### src/rtl/fifo_driver.sv
// Command-driven burst engine for a synchronous FIFO: issues WRITE/READ opcodes,
// tracks a shadow occupancy, and captures read data with a running XOR checksum.
module fifo_driver #(
    parameter int DEPTH      = 16,
    parameter int DATA_WIDTH = 32
) (
    input  logic                  Clk,
    input  logic                  Reset,
    input  logic                  CmdValid,
    output logic                  CmdReady,
    input  logic                  CmdDir,
    input  logic [4:0]            CmdLen,
    input  logic [DATA_WIDTH-1:0] CmdData,
    output logic [1:0]            OpCode,
    output logic [DATA_WIDTH-1:0] Din,
    input  logic [DATA_WIDTH-1:0] Dout,
    output logic                  RdValid,
    output logic [DATA_WIDTH-1:0] RdData,
    output logic                  Done,
    output logic                  Error,
    output logic [4:0]            Level,
    output logic [DATA_WIDTH-1:0] Checksum
);

    typedef enum logic [2:0] {
        S_IDLE, S_WRITE, S_READ, S_DRAIN, S_DONE
    } state_e;

    localparam logic [1:0] OP_IDLE  = 2'b00;
    localparam logic [1:0] OP_WRITE = 2'b01;
    localparam logic [1:0] OP_READ  = 2'b10;
    localparam logic [5:0] DEPTH6   = 6'(DEPTH);
    localparam logic [DATA_WIDTH-1:0] ONE = {{(DATA_WIDTH-1){1'b0}}, 1'b1};

    state_e                state_q, state_d;
    logic [4:0]            cnt_q, cnt_d;
    logic                  drain_q, drain_d;
    logic [DATA_WIDTH-1:0] din_q, din_d;
    logic [4:0]            level_q, level_d;
    logic                  err_q, err_d;
    logic                  rd_pend_q, rd_pend_d;
    logic                  rd_valid_q, rd_valid_d;
    logic [DATA_WIDTH-1:0] rd_data_q, rd_data_d;
    logic [DATA_WIDTH-1:0] csum_q, csum_d;
    logic [1:0]            op;
    logic                  reject;

    // Capacity checks use 6 bits so Level+CmdLen cannot wrap.
    always_comb begin
        reject = (CmdLen == 5'd0) || ({1'b0, CmdLen} > DEPTH6) ||
                 (!CmdDir && (({1'b0, level_q} + {1'b0, CmdLen}) > DEPTH6)) ||
                 (CmdDir && (CmdLen > level_q));
    end

    always_comb begin
        state_d    = state_q;
        cnt_d      = cnt_q;
        drain_d    = drain_q;
        din_d      = din_q;
        level_d    = level_q;
        err_d      = 1'b0;
        op         = OP_IDLE;
        rd_valid_d = rd_pend_q;
        rd_data_d  = rd_data_q;
        csum_d     = csum_q;

        if (rd_pend_q) begin
            rd_data_d = Dout;
            csum_d    = csum_q ^ Dout;
        end

        case (state_q)
            S_IDLE: begin
                if (CmdValid) begin
                    if (reject) begin
                        err_d = 1'b1;
                    end else begin
                        cnt_d = CmdLen;
                        if (CmdDir) begin
                            state_d = S_READ;
                            csum_d  = '0;
                        end else begin
                            state_d = S_WRITE;
                            din_d   = CmdData;
                        end
                    end
                end
            end
            S_WRITE: begin
                op      = OP_WRITE;
                level_d = level_q + 5'd1;
                // Din stops advancing on the last word so it holds outside WRITE.
                if (cnt_q == 5'd1) begin
                    state_d = S_DONE;
                end else begin
                    cnt_d = cnt_q - 5'd1;
                    din_d = din_q + ONE;
                end
            end
            S_READ: begin
                op      = OP_READ;
                level_d = level_q - 5'd1;
                if (cnt_q == 5'd1) begin
                    state_d = S_DRAIN;
                    drain_d = 1'b0;
                end else begin
                    cnt_d = cnt_q - 5'd1;
                end
            end
            S_DRAIN: begin
                // Two cycles lets the last read word reach RdData before Done.
                if (drain_q) state_d = S_DONE;
                drain_d = 1'b1;
            end
            S_DONE:  state_d = S_IDLE;
            default: state_d = S_IDLE;
        endcase

        rd_pend_d = (op == OP_READ);
    end

    always_ff @(posedge Clk or posedge Reset) begin
        if (Reset) begin
            state_q    <= S_IDLE;
            cnt_q      <= '0;
            drain_q    <= 1'b0;
            din_q      <= '0;
            level_q    <= '0;
            err_q      <= 1'b0;
            rd_pend_q  <= 1'b0;
            rd_valid_q <= 1'b0;
            rd_data_q  <= '0;
            csum_q     <= '0;
        end else begin
            state_q    <= state_d;
            cnt_q      <= cnt_d;
            drain_q    <= drain_d;
            din_q      <= din_d;
            level_q    <= level_d;
            err_q      <= err_d;
            rd_pend_q  <= rd_pend_d;
            rd_valid_q <= rd_valid_d;
            rd_data_q  <= rd_data_d;
            csum_q     <= csum_d;
        end
    end

    assign CmdReady = (state_q == S_IDLE);
    assign OpCode   = op;
    assign Din      = din_q;
    assign RdValid  = rd_valid_q;
    assign RdData   = rd_data_q;
    assign Done     = (state_q == S_DONE);
    assign Error    = err_q;
    assign Level    = level_q;
    assign Checksum = csum_q;

endmodule

### config.mk
export PLATFORM = sky130hd
export DESIGN_NAME = fifo_driver
export DESIGN_NICKNAME = d
export VERILOG_FILES = /design/src/rtl/fifo_driver.sv
export SDC_FILE = /design/constraint.sdc
export NUM_CORES = 1
export LEC_CHECK = 0
export ABC_AREA = 1
export CELL_PAD_IN_SITES_DETAIL_PLACEMENT = 1
export CELL_PAD_IN_SITES_GLOBAL_PLACEMENT = 2
export CORE_MARGIN = 4
export CORE_UTILIZATION = 38
export DETAILED_ROUTE_END_ITERATION = 10
export DONT_BUFFER_PORTS = 1
export MAX_ROUTING_LAYER = met4
export PLACE_DENSITY_LB_ADDON = 0.1
export SLEW_MARGIN = 20
export SYNTH_ARGS = -nofsm -noshare
export SYNTH_HDL_FRONTEND = slang
export SYNTH_SLANG_ARGS = --single-unit
### constraint.sdc
create_clock -name Clk -period 12.5 [get_ports Clk]
set_input_delay 3.125 -clock Clk [delete_from_list [all_inputs] [get_ports Clk]]
set_output_delay 3.125 -clock Clk [all_outputs]
set_load 0.02 [all_outputs]
==> out/results.tsv <==
metric	value	unit
vdd_drop_max	0.000194	V
fp.dieW	138	um
cts_sinks	113	
h-tree-depth	4	
drt_iter0_drc	201	
setup_ws	7410	ps
period_share	40.7	%
setup_tns	0	ps
die_y	138	um
cts_buffers	17	
cts-root-buf	clkbuf_16	
power_per_cell_area	320	nW/um2
slew_viol_final	0	
syn_nets	973	
path_buf_inv	0	
hold_viol	0	
yosys.area.top_type	dfrtp_1	
netlist_area	6430	um2
start_util	38.8	%
startpoint_type	input pin	
die_area	19100	um2
yosysUniqueCellTypes	25	
hold_buffers	0	
worst_pin_slew	973	ps
slowest_delay	600	ps
cp_max_fo	32	
synth-warning-count	0	
fin_crit	5090	ps
max_clock_freq	196	MHz
seqPwrFrac	42.8	%
drive_above_1_share	5.16	%
place.gp.congestion	0.876	
p_sw	1.17	mW
ant_nets	0	
grt_use_total	20.7	%
core	16600	um2
slew_headroom	35.1	%
required	12800	ps
ys_ff_latch	113	
comb_power_share	35.8	%
grt_overflow_total	0	
cts_resized	0	
status	finished clean	
dr.pass1.iters	4	
first_global_vias	5912	
n_fill_cell	2086	
synth_seq_area_share	43.9	%
p_leak	3.72	nW
cp_top_family	simple AND/OR/NAND/NOR gates	
clkPwrFrac	21.4	%
crit_path_end_kind	register	
antenna_cells	0	
grt_max_degree	76	
wire_per_inst	17.4	um
grt_pass1_wl	31500	um
postCtsSetupBuffers	0	
crit_top_cell	nand2_1	
cap_violations	0	
setup_viol	0	
critPathSlowestCell	nand3_2	
area_growth	12.3	%
hpwlAfterDp	14100	um
synth_cells	882	
vias_per_cell	4.98	
clock_path_buffers	2	
ios	180	
drc	0	
clkLatencyLatePin	420	ps
switching_share	50.6	%
hp-class	register to register	
wirelength	19300	um
final_nets	969	
io_buffers	0	
arrival	5390	ps
antenna_found_initial	0	
dp_slack	6960	ps
clock-skew-final	10.8	ps
synth_top_area_share	43.9	%
cts_tree	done	
route.vias.total	5535	
synth.avg_cell_area	7.30	um2
power.internal	1.14	mW
synth.area.top_cells	dfrtp_1 (44%), nand2_1 (19%), inv_1 (7.1%)	
num_rows	47	
crit_chain	ha_1 -> fa_1 -> nand3_1 -> nand2_1 -> nand2_1 -> nand2_1 -> nand2_1 -> nand2_1 -> nand2_1 -> nand2_1 -> nand2_1 -> nand3_2 -> nand2_1 -> nand2_1	
rsz0062_at_grt	no	
clk_transition_reported_paths	60	ps
worst-setup-path-type	input pin to register	
per-stage QoR:
stage          utilization, %  power (mW)  cells  instance area, um2  hold slack [ps]
2_1_floorplan               -        1.57    882                6430              352
3_3_place_gp             40.0        1.78   1079                6630              488
3_5_place_dp             40.0        1.83   1079                6630              491
4_1_cts                  43.6        2.35   1111                7230              506
5_1_grt                  43.6        2.51   1111                7230              556
6_report                 43.6        2.31   1111                7230              502
power by group through the flow:
stage	Clock [mW]	Combinational, mW	Sequential, mW
6_report	0.494	0.827	0.989
3_3_place_gp	0	0.780	0.995
5_1_grt	0.521	0.963	1.03
2_1_floorplan	0	0.666	0.901
3_5_place_dp	0	0.829	1.00
4_1_cts	0.506	0.839	1.00
cell type report:
cell class / count / area [um2] / share of cell area, %
Clock buffer: 17 / 425 / 5.88
Clock inverter: 15 / 173 / 2.39
Multi-Input combinational cell: 617 / 3020 / 41.8
Inverter: 124 / 468 / 6.47
Tap cell: 220 / 275 / 3.81
Timing Repair Buffer: 5 / 37.5 / 0.519
Sequential cell: 113 / 2830 / 39.1
state kept, by name, summed over array words and instances, names as in the netlist:
register / cells
Checksum: 32
Din: 32
Error: 1
Level: 5
RdData: 32
RdValid: 1
cnt_q: 5
drain_q: 1
rd_pend_q: 1
state_q: 3
worst paths after layout:
kind / cells past startpoint / from / slack, ps / end
worst max-delay path: 14 / CmdLen[0] / 7410 / Din[8]
worst min-delay path: 2 / cnt_q[1] / 500 / cnt_q[1]
worst max register to register: 9 / state_q[0] / 9140 / Din[8]
worst min register to register: 2 / cnt_q[1] / 500 / cnt_q[1]
max in group asynchronous: 2 / Reset / 8480 / rd_pend_q
min in group asynchronous: 1 / Reset / 2610 / Checksum[10]
logic make-up (layout without fill, tap and decap cells):
logic type	after synthesis	count (layout)	share of synthesized area [%]
AOI/OAI and AO/OA	80	80	6.79
xor gates and xnor gates	50	50	6.81
adders and majority gates	18	18	3.73
buffers and inverters	152	161	9.10
DFF	113	113	43.9
and+or+nand+nor	469	469	29.6
metal layers:
layer  GRT usage, %  vias up  wire length [um]
met4           6.19        0               260
met2           32.4      146              8880
li1               -     2710                 -
met5              -        -                 0
met1           26.2     2656              8800
met3           5.84       23              1330
cell usage after synthesis, drive strengths merged:
cell type    n
nand2      326
inv        124
dfrtp      113
o21ai       65
nand3       63
nor2        56
xnor2       36
ha          16
buf         14
clkbuf      14
xor2        14
a21oi       12
nor3        12
nand3b       7
nand4        4
fa           2
a221oi       1
a31oi        1
nor3b        1
o211ai       1
layout by cell type (no fill, tap or decap), types with 12 or more instances in the layout:
| cell type | instances |
|---|---|
| a21oi_1 | 12 |
| dfrtp_1 | 112 |
| nand3_1 | 61 |
| xnor2_1 | 36 |
| clkbuf_16 | 17 |
| nor2_1 | 55 |
| xor2_1 | 14 |
| nand2_1 | 326 |
| inv_1 | 121 |
| o21ai_0 | 64 |
| ha_1 | 16 |
| nor3_1 | 12 |
tightest hold or removal path: cells and delay by family, from the launching register on:
kind             cells  cell delay [ps]
flip-flops           1              360
AND/OR/NAND/NOR      2              110
No activity file was read; power rests on OpenSTA's default activity.
